==> config.mk <==
export PLATFORM = sky130hd
export DESIGN_NAME = pwm_ramp_ctrl
export DESIGN_NICKNAME = d
export VERILOG_FILES = /design/src/rtl/pwm_ramp_ctrl.sv
export SDC_FILE = /design/constraint.sdc
export NUM_CORES = 1
export LEC_CHECK = 0
export CAP_MARGIN = 0
export CORE_MARGIN = 3
export CORE_UTILIZATION = 54
export DETAILED_ROUTE_END_ITERATION = 10
export PLACE_DENSITY = 0.92
export SYNTH_ARGS = -nofsm -noshare
export SYNTH_HDL_FRONTEND = slang
export SYNTH_SLANG_ARGS = --single-unit
export TNS_END_PERCENT = 10
==> constraint.sdc <==
create_clock -name clock -period 5.35 [get_ports clock]
set_input_delay 0.8025 -clock clock [delete_from_list [all_inputs] [get_ports clock]]
set_output_delay 0.8025 -clock clock [all_outputs]
set_load 0.05 [all_outputs]
==> src/rtl/pwm_ramp_ctrl.sv <==
// Edge-setting sequencer for a pwm instance: accepts a host request, applies it on
// period boundaries and slews dataHighEnd toward the target one step per period.
module pwm_ramp_ctrl #(
  parameter int unsigned N = 8
) (
  input  logic         clock,
  input  logic         reset,
  input  logic         period_start,
  input  logic         cfg_valid,
  output logic         cfg_ready,
  input  logic [N-1:0] cfg_start,
  input  logic [N-1:0] cfg_end,
  input  logic [N-1:0] cfg_step,
  input  logic         abort,
  output logic [N-1:0] dataHighStart,
  output logic [N-1:0] dataHighEnd,
  output logic         busy,
  output logic         done
);

  localparam int unsigned DW = N + 1;

  typedef enum logic [1:0] {
    IDLE  = 2'd0,
    ARMED = 2'd1,
    RAMP  = 2'd2
  } state_t;

  state_t         state, state_next;
  logic [N-1:0]   tgt_start, tgt_start_next;
  logic [N-1:0]   tgt_end, tgt_end_next;
  logic [N-1:0]   step, step_next;
  logic [N-1:0]   start_next, end_next;
  logic           done_next, ready_next, busy_next;

  logic signed [DW-1:0] diff;
  logic [DW-1:0]        mag;
  logic                 reach;
  logic [N-1:0]         stepped;

  // One slew step: land exactly on target when within reach, never overshoot.
  always_comb begin
    diff    = $signed({1'b0, tgt_end}) - $signed({1'b0, dataHighEnd});
    mag     = diff[DW-1] ? DW'($unsigned(-diff)) : DW'($unsigned(diff));
    reach   = (step == '0) || (mag <= {1'b0, step});
    stepped = tgt_end;
    if (!reach) begin
      stepped = diff[DW-1] ? N'(dataHighEnd - step) : N'(dataHighEnd + step);
    end
  end

  always_comb begin
    state_next     = state;
    tgt_start_next = tgt_start;
    tgt_end_next   = tgt_end;
    step_next      = step;
    start_next     = dataHighStart;
    end_next       = dataHighEnd;
    done_next      = 1'b0;

    unique case (state)
      IDLE: begin
        // abort in IDLE suppresses acceptance for that cycle
        if (cfg_valid && !abort) begin
          tgt_start_next = cfg_start;
          tgt_end_next   = cfg_end;
          step_next      = cfg_step;
          state_next     = ARMED;
        end
      end
      ARMED, RAMP: begin
        if (abort) begin
          state_next = IDLE;
        end else if (period_start) begin
          if (state == ARMED) begin
            start_next = tgt_start;
          end
          end_next = stepped;
          if (reach) begin
            done_next  = 1'b1;
            state_next = IDLE;
          end else begin
            state_next = RAMP;
          end
        end
      end
      default: state_next = IDLE;
    endcase

    ready_next = (state_next == IDLE);
    busy_next  = (state_next != IDLE);
  end

  always_ff @(posedge clock or negedge reset) begin
    if (!reset) begin
      state         <= IDLE;
      tgt_start     <= '0;
      tgt_end       <= '0;
      step          <= '0;
      dataHighStart <= '0;
      dataHighEnd   <= '0;
      done          <= 1'b0;
      cfg_ready     <= 1'b1;
      busy          <= 1'b0;
    end else begin
      state         <= state_next;
      tgt_start     <= tgt_start_next;
      tgt_end       <= tgt_end_next;
      step          <= step_next;
      dataHighStart <= start_next;
      dataHighEnd   <= end_next;
      done          <= done_next;
      cfg_ready     <= ready_next;
      busy          <= busy_next;
    end
  end

endmodule
==> results of run 1 <==
[cells by family after synthesis]
kind of cell,after synthesis,synth area share
compound gates,63,0.1529
xor+xnor,24,0.06959
fa+ha+maj,30,0.1292
buf+inv,34,0.04723
simple gates,63,0.09859
flops,45,0.3732
mux,35,0.1292
[synthesized netlist by cell type, types with 2 or more instances]
library cell	count	area share
a21o_1	8	0.020
a21oi_1	13	0.022
a31oi_1	2	0.0041
and2_1	2	0.0041
and3_1	4	0.0083
buf_6	2	0.0075
clkbuf_1	5	0.0062
dfrtp_1	44	0.36
fa_1	2	0.013
ha_1	28	0.12
inv_1	27	0.034
mux2_2	32	0.12
mux2i_1	3	0.0099
nand2_1	26	0.032
nand2b_1	2	0.0041
nand3_1	4	0.0066
nor2_1	14	0.017
nor2b_1	3	0.0062
nor3_1	2	0.0033
o211ai_1	6	0.015
o211ai_2	6	0.025
o21ai_0	14	0.023
xnor2_1	17	0.049
xor2_1	7	0.020
[final timing paths]
path / endpoint / cells past startpoint
setup / recovery: dataHighEnd[2] / 17
hold / removal: dataHighStart[2] / 1
setup reg to reg: dataHighEnd[2] / 17
hold reg to reg: dataHighStart[2] / 1
max in group asynchronous: tgt_end[0] / 1
min in group asynchronous: state[0] / 1
[flip-flops by register name, summed over array words and instances, names as in the netlist]
name	cells
dataHighEnd	8
dataHighStart	8
step	8
tgt_end	8
tgt_start	8
state	2
busy	1
cfg_ready	1
done	1
[worst max-delay path, delay by kind of cell (launching register included)]
family / cells / cell delay [ns]
compound gates: 7 / 1.48
xor+xnor: 1 / 0.17
fa+ha+maj: 3 / 0.86
buf+inv: 2 / 0.12
flops: 1 / 0.39
simple gates: 4 / 1.11
[cell usage in the layout, fill, tap and decap left out, types with 3 or more instances in the layout]
cell / Yosys / routed
clkbuf_8: 0 / 6
mux2_2: 32 / 32
ha_1: 28 / 28
dfrtp_1: 44 / 44
inv_1: 27 / 27
o21ai_0: 14 / 14
a21oi_1: 13 / 13
xor2_1: 7 / 7
xnor2_1: 17 / 17
and3_1: 4 / 4
nor2_1: 14 / 14
nand3_1: 4 / 4
nor2b_1: 3 / 3
mux2i_1: 3 / 3
clkdlybuf4s50_1: 0 / 46
a21o_1: 8 / 8
o211ai_1: 6 / 6
o211ai_2: 6 / 6
nand2_1: 26 / 26
[cell type report]
class	count	area share
multi-input combinational	215	0.4814
timing repair buffer	48	0.1301
clock buffer	6	0.02271
inverter	27	0.02787
tap	70	0.02409
clock inverter	2	0.003785
sequential	45	0.3100
[stage by stage]
stage,instances,setup slack (ns),hold slack [ns],util
2_1_floorplan,294,1.169,0.4750,-
3_3_place_gp,405,1.392,0.4813,0.6717
3_5_place_dp,405,1.166,0.4904,0.6717
4_1_cts,413,1.159,0.5055,0.6899
5_1_grt,413,0.8548,0.5236,0.6899
6_report,413,1.095,0.5002,0.6899
[routing by layer]
metal  vias to the layer above  global-route usage  routed length [um]  part of all wire
met2                        74              0.3800                3315              0.50
li1                       1123                   -                   -                 -
met3                         8             0.03104                 316             0.048
met1                      1120              0.2869                2876              0.44
met4                         0             0.04899                  70             0.011
met5                         -                   0                   0                 0
==> metrics.csv, run 1 <==
stage;metric;value;unit
clock_network;cts_resized;0;
layout;num_antenna_cells;0;
synth;ys.flop_type;dfrtp_1;
synth;synth_cell_type_count;45;
drt;routed_wl;6578;um
clock_network;clk_pin_slew;0.09;ns
global_route;grt_max_degree;46;
min_path;hold_start;tgt_start[2];
setup_path;cp-start-kind;flip-flop;
run;drv_cap;0;
setup_path;cp.arrival;4.43;ns
global_route;grt_util_all_layers;0.2173;
sta;slew_violations;0;
synth;synth_edf_count;0;
floorplan;rows;26;
placement;placed_area;3540;um2
placement;place.gp.congestion;0.9614;
layout;fillerInstances;385;
synth;ys_warn_count;0;
sta;finalCritPeriodShare;0.7953;
sta;worst_pin_slew;0.9853;ns
drt;antenna_left;0;
drt;drcViolationCount;0;
sta;rsz0062_at_grt;no;
placement;port_buffers;47;
setup_path;crit_path_max_fanout;16;
drt;vias;2325;
sta;clock_skew;0.01103;ns
floorplan;die_height;80.79;um
sta;setup_viol;0;
drt;first_pass_iters;4;
run_status;outcome;complete, no violations;
clock_network;cts_buffers;5;
layout;drive_above_1_share;0.1603;
setup_path;reg2reg_from;tgt_end[0];
setup_path;worstSetupEndpointType;flip-flop;
sta;fin_crit;4.255;ns
sta;hold_viol_final;0;
sta;setup_tns;0;ns
clock_network;ctsLongestPathBuffers;2;
setup_path;r2r_slack;1.10;ns
floorplan;die_area;6527;um2
global_route;antenna_found_initial;0;
clock_network;cts_setup_buffers;0;
layout;area_growth;20.38;%
sta;slew_headroom;0.3432;
setup_path;cp.required;5.53;ns
setup_path;path_cells;inv_1 > ha_1 > inv_1 > fa_1 > a21o_1 > a221oi_2 > o2bb2ai_2 > o21ai_0 > xnor2_1 > ha_1 > and3_1 > nand3_1 > a21oi_1 > a211oi_1 > nor2_1 > or2_4 > o221ai_2;
clock_network;cts_hold_buf;0;
floorplan;die_w;80.79;um
synth;synthCells;294;
clock_network;cts_sinks;45;
floorplan;core_area;5270;um2
clock_network;clk_latency;0.30;ns
synth;synthArstFlopShare;1.000;
synth;synth-seq-cells;45;
layout;fin_nets;401;
setup_path;max_stage_delay;0.52;ns
synth;syn_nets;353;
setup_path;startpoint;tgt_end[0];
floorplan;initial_core_util;0.5731;
layout;fin_area;3636;um2
global_route;grt_pass1_vias;2391;
drt;dr.first_iter.drc_count;139;
floorplan;io_pins;48;
placement;dp_hpwl;5110;um
synth;ys_seq_area_frac;0.3732;
clock_network;cts_max_level;2;
global_route;grt_overflow;0;
drt;post_drt_wl_per_cell;15.93;um
setup_path;worstSetupPathType;reg -> reg;
sta;fmax;235.0;MHz
clock_network;root_buffer;clkbuf_8;
layout;multi_input_area;1750;um2
synth;syn_area;3020;um2
drt;vias_per_cell;5.630;
setup_path;critPathSlowestCell;nor2_1;
min_path;min_path_type;reg -> reg;
global_route;grt_first_pass_wirelength;11150;um
synth;syn_area_per_cell;10.27;um2
layout;final-seq-area;1127;um2
clock_network;cts_tree;done;
Power of run 1 is not shown: default switching activity piles up to over one toggle a cycle in this logic, so the estimate is an artifact.
==> run 2: changes to the inputs <==
--- a/config.mk
+++ b/config.mk
@@ -7,9 +7,9 @@
 export LEC_CHECK = 0
 export CAP_MARGIN = 0
 export CORE_MARGIN = 3
-export CORE_UTILIZATION = 54
+export CORE_UTILIZATION = 49
 export DETAILED_ROUTE_END_ITERATION = 10
-export PLACE_DENSITY = 0.92
+export PLACE_DENSITY = 0.89
 export SYNTH_ARGS = -nofsm -noshare
 export SYNTH_HDL_FRONTEND = slang
 export SYNTH_SLANG_ARGS = --single-unit
==> constraint.sdc (replaced) <==
create_clock -name clock -period 3.8 [get_ports clock]
set_input_delay 0.57 -clock clock [delete_from_list [all_inputs] [get_ports clock]]
set_output_delay 0.57 -clock clock [all_outputs]
set_load 0.05 [all_outputs]
==> run 2 against run 1 <==
Against the previous run:
- die area up 9.4%
- via count is 5.5% higher
- final cell count increased by 3.9%
- register-to-register slack worse by 1.1 ns
- hold slack got worse by 0.081 ns
- design area grew 5.6%
- clock-buffer cell count is the same
- maximum frequency grew 13%
- utilization shrank 2.1 points
- routed wire length increased by 13%
- critical endpoint is now dataHighEnd[0]
- largest cell class unchanged
==> metrics.csv, run 2 (synthesis results as in run 1) <==
stage;metric;value;unit
drt;vias;2454;
layout;final_cell_mix;clkdlybuf4s50_1, dfrtp_1, mux2_2;
clock_network;cts_buffers;5;
sta;fin_crit;3.781;ns
setup_path;r2r_slack;0.02;ns
sta;clock_skew;0.01054;ns
drt;routed_wl;7414;um
placement;place.gp.congestion;0.9622;
clock_network;cts_sinks;45;
setup_path;reg2reg_from;tgt_end[0];
layout;drive_above_1_share;0.2409;
sta;slew_violations;0;
layout;num_antenna_cells;0;
run;drv_cap;0;
clock_network;cts_hold_buf;0;
floorplan;rows;27;
floorplan;die_height;84.51;um
global_route;antenna_found_initial;0;
setup_path;cp-start-kind;flip-flop;
placement;port_buffers;47;
sta;worst_pin_slew;0.9894;ns
run_status;outcome;complete, no violations;
floorplan;die_area;7142;um2
sta;slew_headroom;0.3404;
drt;post_drt_wl_per_cell;17.28;um
placement;placed_area;3611;um2
setup_path;worstSetupPathType;reg -> reg;
layout;multi_input_area;1849;um2
min_path;min_path_type;in -> async;
floorplan;io_pins;48;
setup_path;reg2reg_to;dataHighEnd[0];
drt;drcViolationCount;0;
clock_network;root_buffer;clkbuf_8;
layout;final-seq-area;1132;um2
sta;setup_tns;0;ns
setup_path;cp.arrival;4.00;ns
layout;fin_area;3840;um2
sta;setup_viol;0;
clock_network;cts_max_level;2;
floorplan;initial_core_util;0.5259;
layout;fillerInstances;432;
placement;dp_hpwl;5560;um
setup_path;crit_path_max_fanout;8;
sta;finalCritPeriodShare;0.9950;
sta;hold_viol_final;0;
global_route;grt_pass1_vias;2665;
clock_network;clk_pin_slew;0.09;ns
sta;whs;0.4189;ns
global_route;grt_first_pass_wirelength;12360;um
setup_path;cp.required;4.02;ns
drt;antenna_left;0;
layout;fin_nets;415;
sta;rsz0062_at_grt;yes;
global_route;grt_max_degree;46;
clock_network;cts_tree;done;
sta;fmax;264.5;MHz
setup_path;worstSetupEndpointType;flip-flop;
clock_network;clk_latency;0.31;ns
drt;dr.first_iter.drc_count;111;
floorplan;core_area;5743;um2
setup_path;r2r_cells;17;
global_route;grt_overflow;0;
layout;area_growth;27.13;%
drt;first_pass_iters;4;
drt;vias_per_cell;5.720;
floorplan;die_w;84.51;um
layout;layout_commonest_cell;clkdlybuf4s50_1;
global_route;grt_util_all_layers;0.2158;
clock_network;ctsLongestPathBuffers;2;
## run 2: cell count changes in the layout (fill, tap and decap cells not counted), sizes merged
cell  previous run  this run
buf              2        15
nor2            14        15
## run 2: worst max-delay path, stage by stage, from the launching register on
cell	delay, ns
dfrtp_1	0.40
inv_2	0.07
ha_4	0.13
inv_2	0.04
fa_2	0.37
a21o_1	0.22
a221oi_4	0.34
o2bb2ai_4	0.21
o21ai_2	0.09
xnor2_1	0.14
ha_1	0.31
a21o_1	0.19
a21o_1	0.15
a21o_1	0.18
a211oi_4	0.30
nor2_4	0.08
or2_4	0.32
o211ai_2	0.16
## run 2: layer usage
metal / vias up / GRT usage / share of wire
met4: 0 / 0.09353 / 0.035
met1: 1205 / 0.2404 / 0.41
met5: - / 0 / 0
met3: 21 / 0.03827 / 0.040
li1: 1159 / - / -
met2: 69 / 0.3986 / 0.52
## run 2: final cells by class
type	count	area share
multi-input cells	216	0.4816
repair buffers	61	0.1486
well taps	72	0.02346
clock buffers	6	0.02151
inverters	27	0.02639
flip-flops and latches	45	0.2949
clock inverters	2	0.003584
## run 2: through the flow
step,cells,util,setup slack (ns)
after floorplan,294,-,0.01189
after global placement,413,0.6288,0.1063
after detailed placement,413,0.6288,-0.08548
after CTS,427,0.6641,0.03552
after global routing,429,0.6686,-0.1048
final,429,0.6686,0.01884
## run 2: what timing repair did
action / 4_1_cts / 5_1_grt
gates cloned: 1 / 0
setup endpoints to repair: 10 / 12
pin swaps: 9 / 25
gates resized for setup: 12 / 6
endpoints found under the hold margin: 0 / 0
setup buffers: 5 / 2
## run 2: how the worst max path moves through the flow
stage,from,endpoint,slack (ns),depth (start not counted)
final,tgt_end[0],dataHighEnd[0],0.02,17
after CTS,tgt_end[0],dataHighEnd[2],0.04,17
after global placement,tgt_end[0],dataHighEnd[2],0.11,17
after floorplan,dataHighEnd[4],dataHighEnd[0],0.01,17
after detailed placement,tgt_end[0],dataHighEnd[2],-0.09,17
after global routing,tgt_end[0],dataHighEnd[2],-0.10,17
Power of run 2 is left out for the same reason.
==> run 3: changes to the inputs <==
--- a/config.mk
+++ b/config.mk
@@ -13,4 +13,3 @@
 export SYNTH_ARGS = -nofsm -noshare
 export SYNTH_HDL_FRONTEND = slang
 export SYNTH_SLANG_ARGS = --single-unit
-export TNS_END_PERCENT = 10
==> run 3 against run 2 <==
Against the previous run:
- die area unchanged
- critical path depth unchanged
- utilization down 0.065 points
- critical endpoint unchanged
- design area about the same
- via count down 0.45%
- maximum frequency up 0.26%
- hold slack better by 0.0051 ns
- register-to-register slack about the same
- global-route usage unchanged
- routed wire length about the same
- non-clock buffer count unchanged
- sequential share of layout area about the same
==> metrics.csv, run 3 (synthesis results as in run 1) <==
stage;metric;value;unit
run_status;outcome;complete, no violations;
clock_network;clk_pin_slew;0.09;ns
drt;post_drt_wl_per_cell;17.27;um
global_route;grt_util_all_layers;0.2158;
clock_network;root_buffer;clkbuf_8;
floorplan;core_area;5743;um2
layout;num_antenna_cells;0;
sta;hold_viol_final;0;
clock_network;cts_max_level;2;
sta;whs;0.4240;ns
layout;area_growth;27.01;%
sta;clock_skew;0.01042;ns
min_path;min_path_type;in -> async;
sta;slew_headroom;0.3335;
setup_path;path_cells;inv_2 > ha_4 > inv_2 > fa_2 > a21o_1 > a221oi_4 > o2bb2ai_4 > o21ai_2 > xnor2_1 > ha_1 > a21o_1 > a21o_1 > a21o_1 > a211oi_4 > nor2_4 > or2_4 > o211ai_2;
global_route;grt_overflow;0;
drt;vias;2443;
setup_path;cp.arrival;3.99;ns
placement;place.gp.congestion;0.9622;
sta;slew_violations;0;
floorplan;die_height;84.51;um
floorplan;io_pins;48;
placement;placed_area;3611;um2
setup_path;critPathSlowestCell;dfrtp_1;
placement;port_buffers;47;
sta;setup_ws;0.02848;ns
drt;first_pass_iters;4;
setup_path;cp-start-kind;flip-flop;
sta;finalCritPeriodShare;0.9925;
clock_network;cts_tree;done;
setup_path;crit_path_max_fanout;8;
placement;dp_hpwl;5560;um
layout;layout_commonest_cell;clkdlybuf4s50_1;
layout;drive_above_1_share;0.2381;
setup_path;worstSetupPathType;reg -> reg;
clock_network;clk_latency;0.31;ns
floorplan;die_w;84.51;um
clock_network;ctsLongestPathBuffers;2;
setup_path;worstSetupEndpointType;flip-flop;
run;drv_cap;0;
setup_path;crit_family;compound AO/OA/AOI/OAI gates;
placement;place_ws;-0.08548;ns
sta;fin_crit;3.772;ns
global_route;grt_pass1_vias;2665;
sta;worst_pin_slew;0.9998;ns
layout;fin_area;3836;um2
drt;antenna_left;0;
global_route;grt_max_degree;46;
drt;routed_wl;7410;um
layout;fin_nets;415;
global_route;grt_first_pass_wirelength;12360;um
setup_path;crit_buf_inv;2;
floorplan;initial_core_util;0.5259;
sta;setup_viol;0;
clock_network;cts_hold_buf;0;
clock_network;cts_buffers;5;
setup_path;cp_common_cell;a21o_1;
clock_network;cts_sinks;45;
setup_path;r2r_slack;0.03;ns
setup_path;max_stage_delay;0.40;ns
global_route;antenna_found_initial;0;
layout;final_cell_mix;clkdlybuf4s50_1, dfrtp_1, mux2_2;
layout;post-route-util;0.6680;
floorplan;rows;27;
drt;dr.first_iter.drc_count;106;
sta;rsz0062_at_grt;yes;
floorplan;die_area;7142;um2
setup_path;cp.required;4.02;ns
drt;drcViolationCount;0;
sta;fmax;265.1;MHz
drt;vias_per_cell;5.695;
==> run 3: changes by cell type in the layout (fill, tap and decap cells not counted) <==
cell	delta
a21oi_2	-1
a21oi_1	+1
==> run 3: cell type report <==
| class | instances | area [um2] |
|---|---|---|
| fillers | 433 | 1907 |
| repair buffers | 61 | 570.5 |
| well taps | 72 | 90.09 |
| clock inverters | 2 | 13.76 |
| multi-input cells | 216 | 1846 |
| flip-flops and latches | 45 | 1132 |
| clock buffers | 6 | 82.58 |
| inverters | 27 | 101.3 |
==> run 3: worst paths after layout <==
kind	startpoint	end	depth (start not counted)
max	tgt_end[0]	dataHighEnd[0]	17
min	reset	tgt_start[5]	1
max reg2reg	tgt_end[0]	dataHighEnd[0]	17
min reg2reg	dataHighStart[3]	dataHighStart[3]	1
max in group asynchronous	reset	dataHighEnd[0]	1
min in group clock	dataHighStart[3]	dataHighStart[3]	1
==> run 3: layer usage <==
layer | vias up | routed length, um | global-route usage
li1 | 1162 | - | -
met1 | 1182 | 2982 | 0.2404
met2 | 78 | 3846 | 0.3986
met3 | 21 | 319 | 0.03827
met4 | 0 | 262 | 0.09353
met5 | - | 0 | 0
==> run 3: timing repair <==
item,4_1_cts,5_1_grt
pin swaps,9,24
setup buffers,5,2
gates resized for setup,12,5
setup endpoints to repair,10,12
cloned,1,0
endpoints found under the hold margin,0,0
==> run 3: metrics by stage <==
step	TNS, ns	instances
finish	0	429
global route	-0.7075	429
CTS	0	427
detailed placement	-0.5277	413
global placement	0	413
floorplan	0	294
Power of run 3 is left out for the same reason.
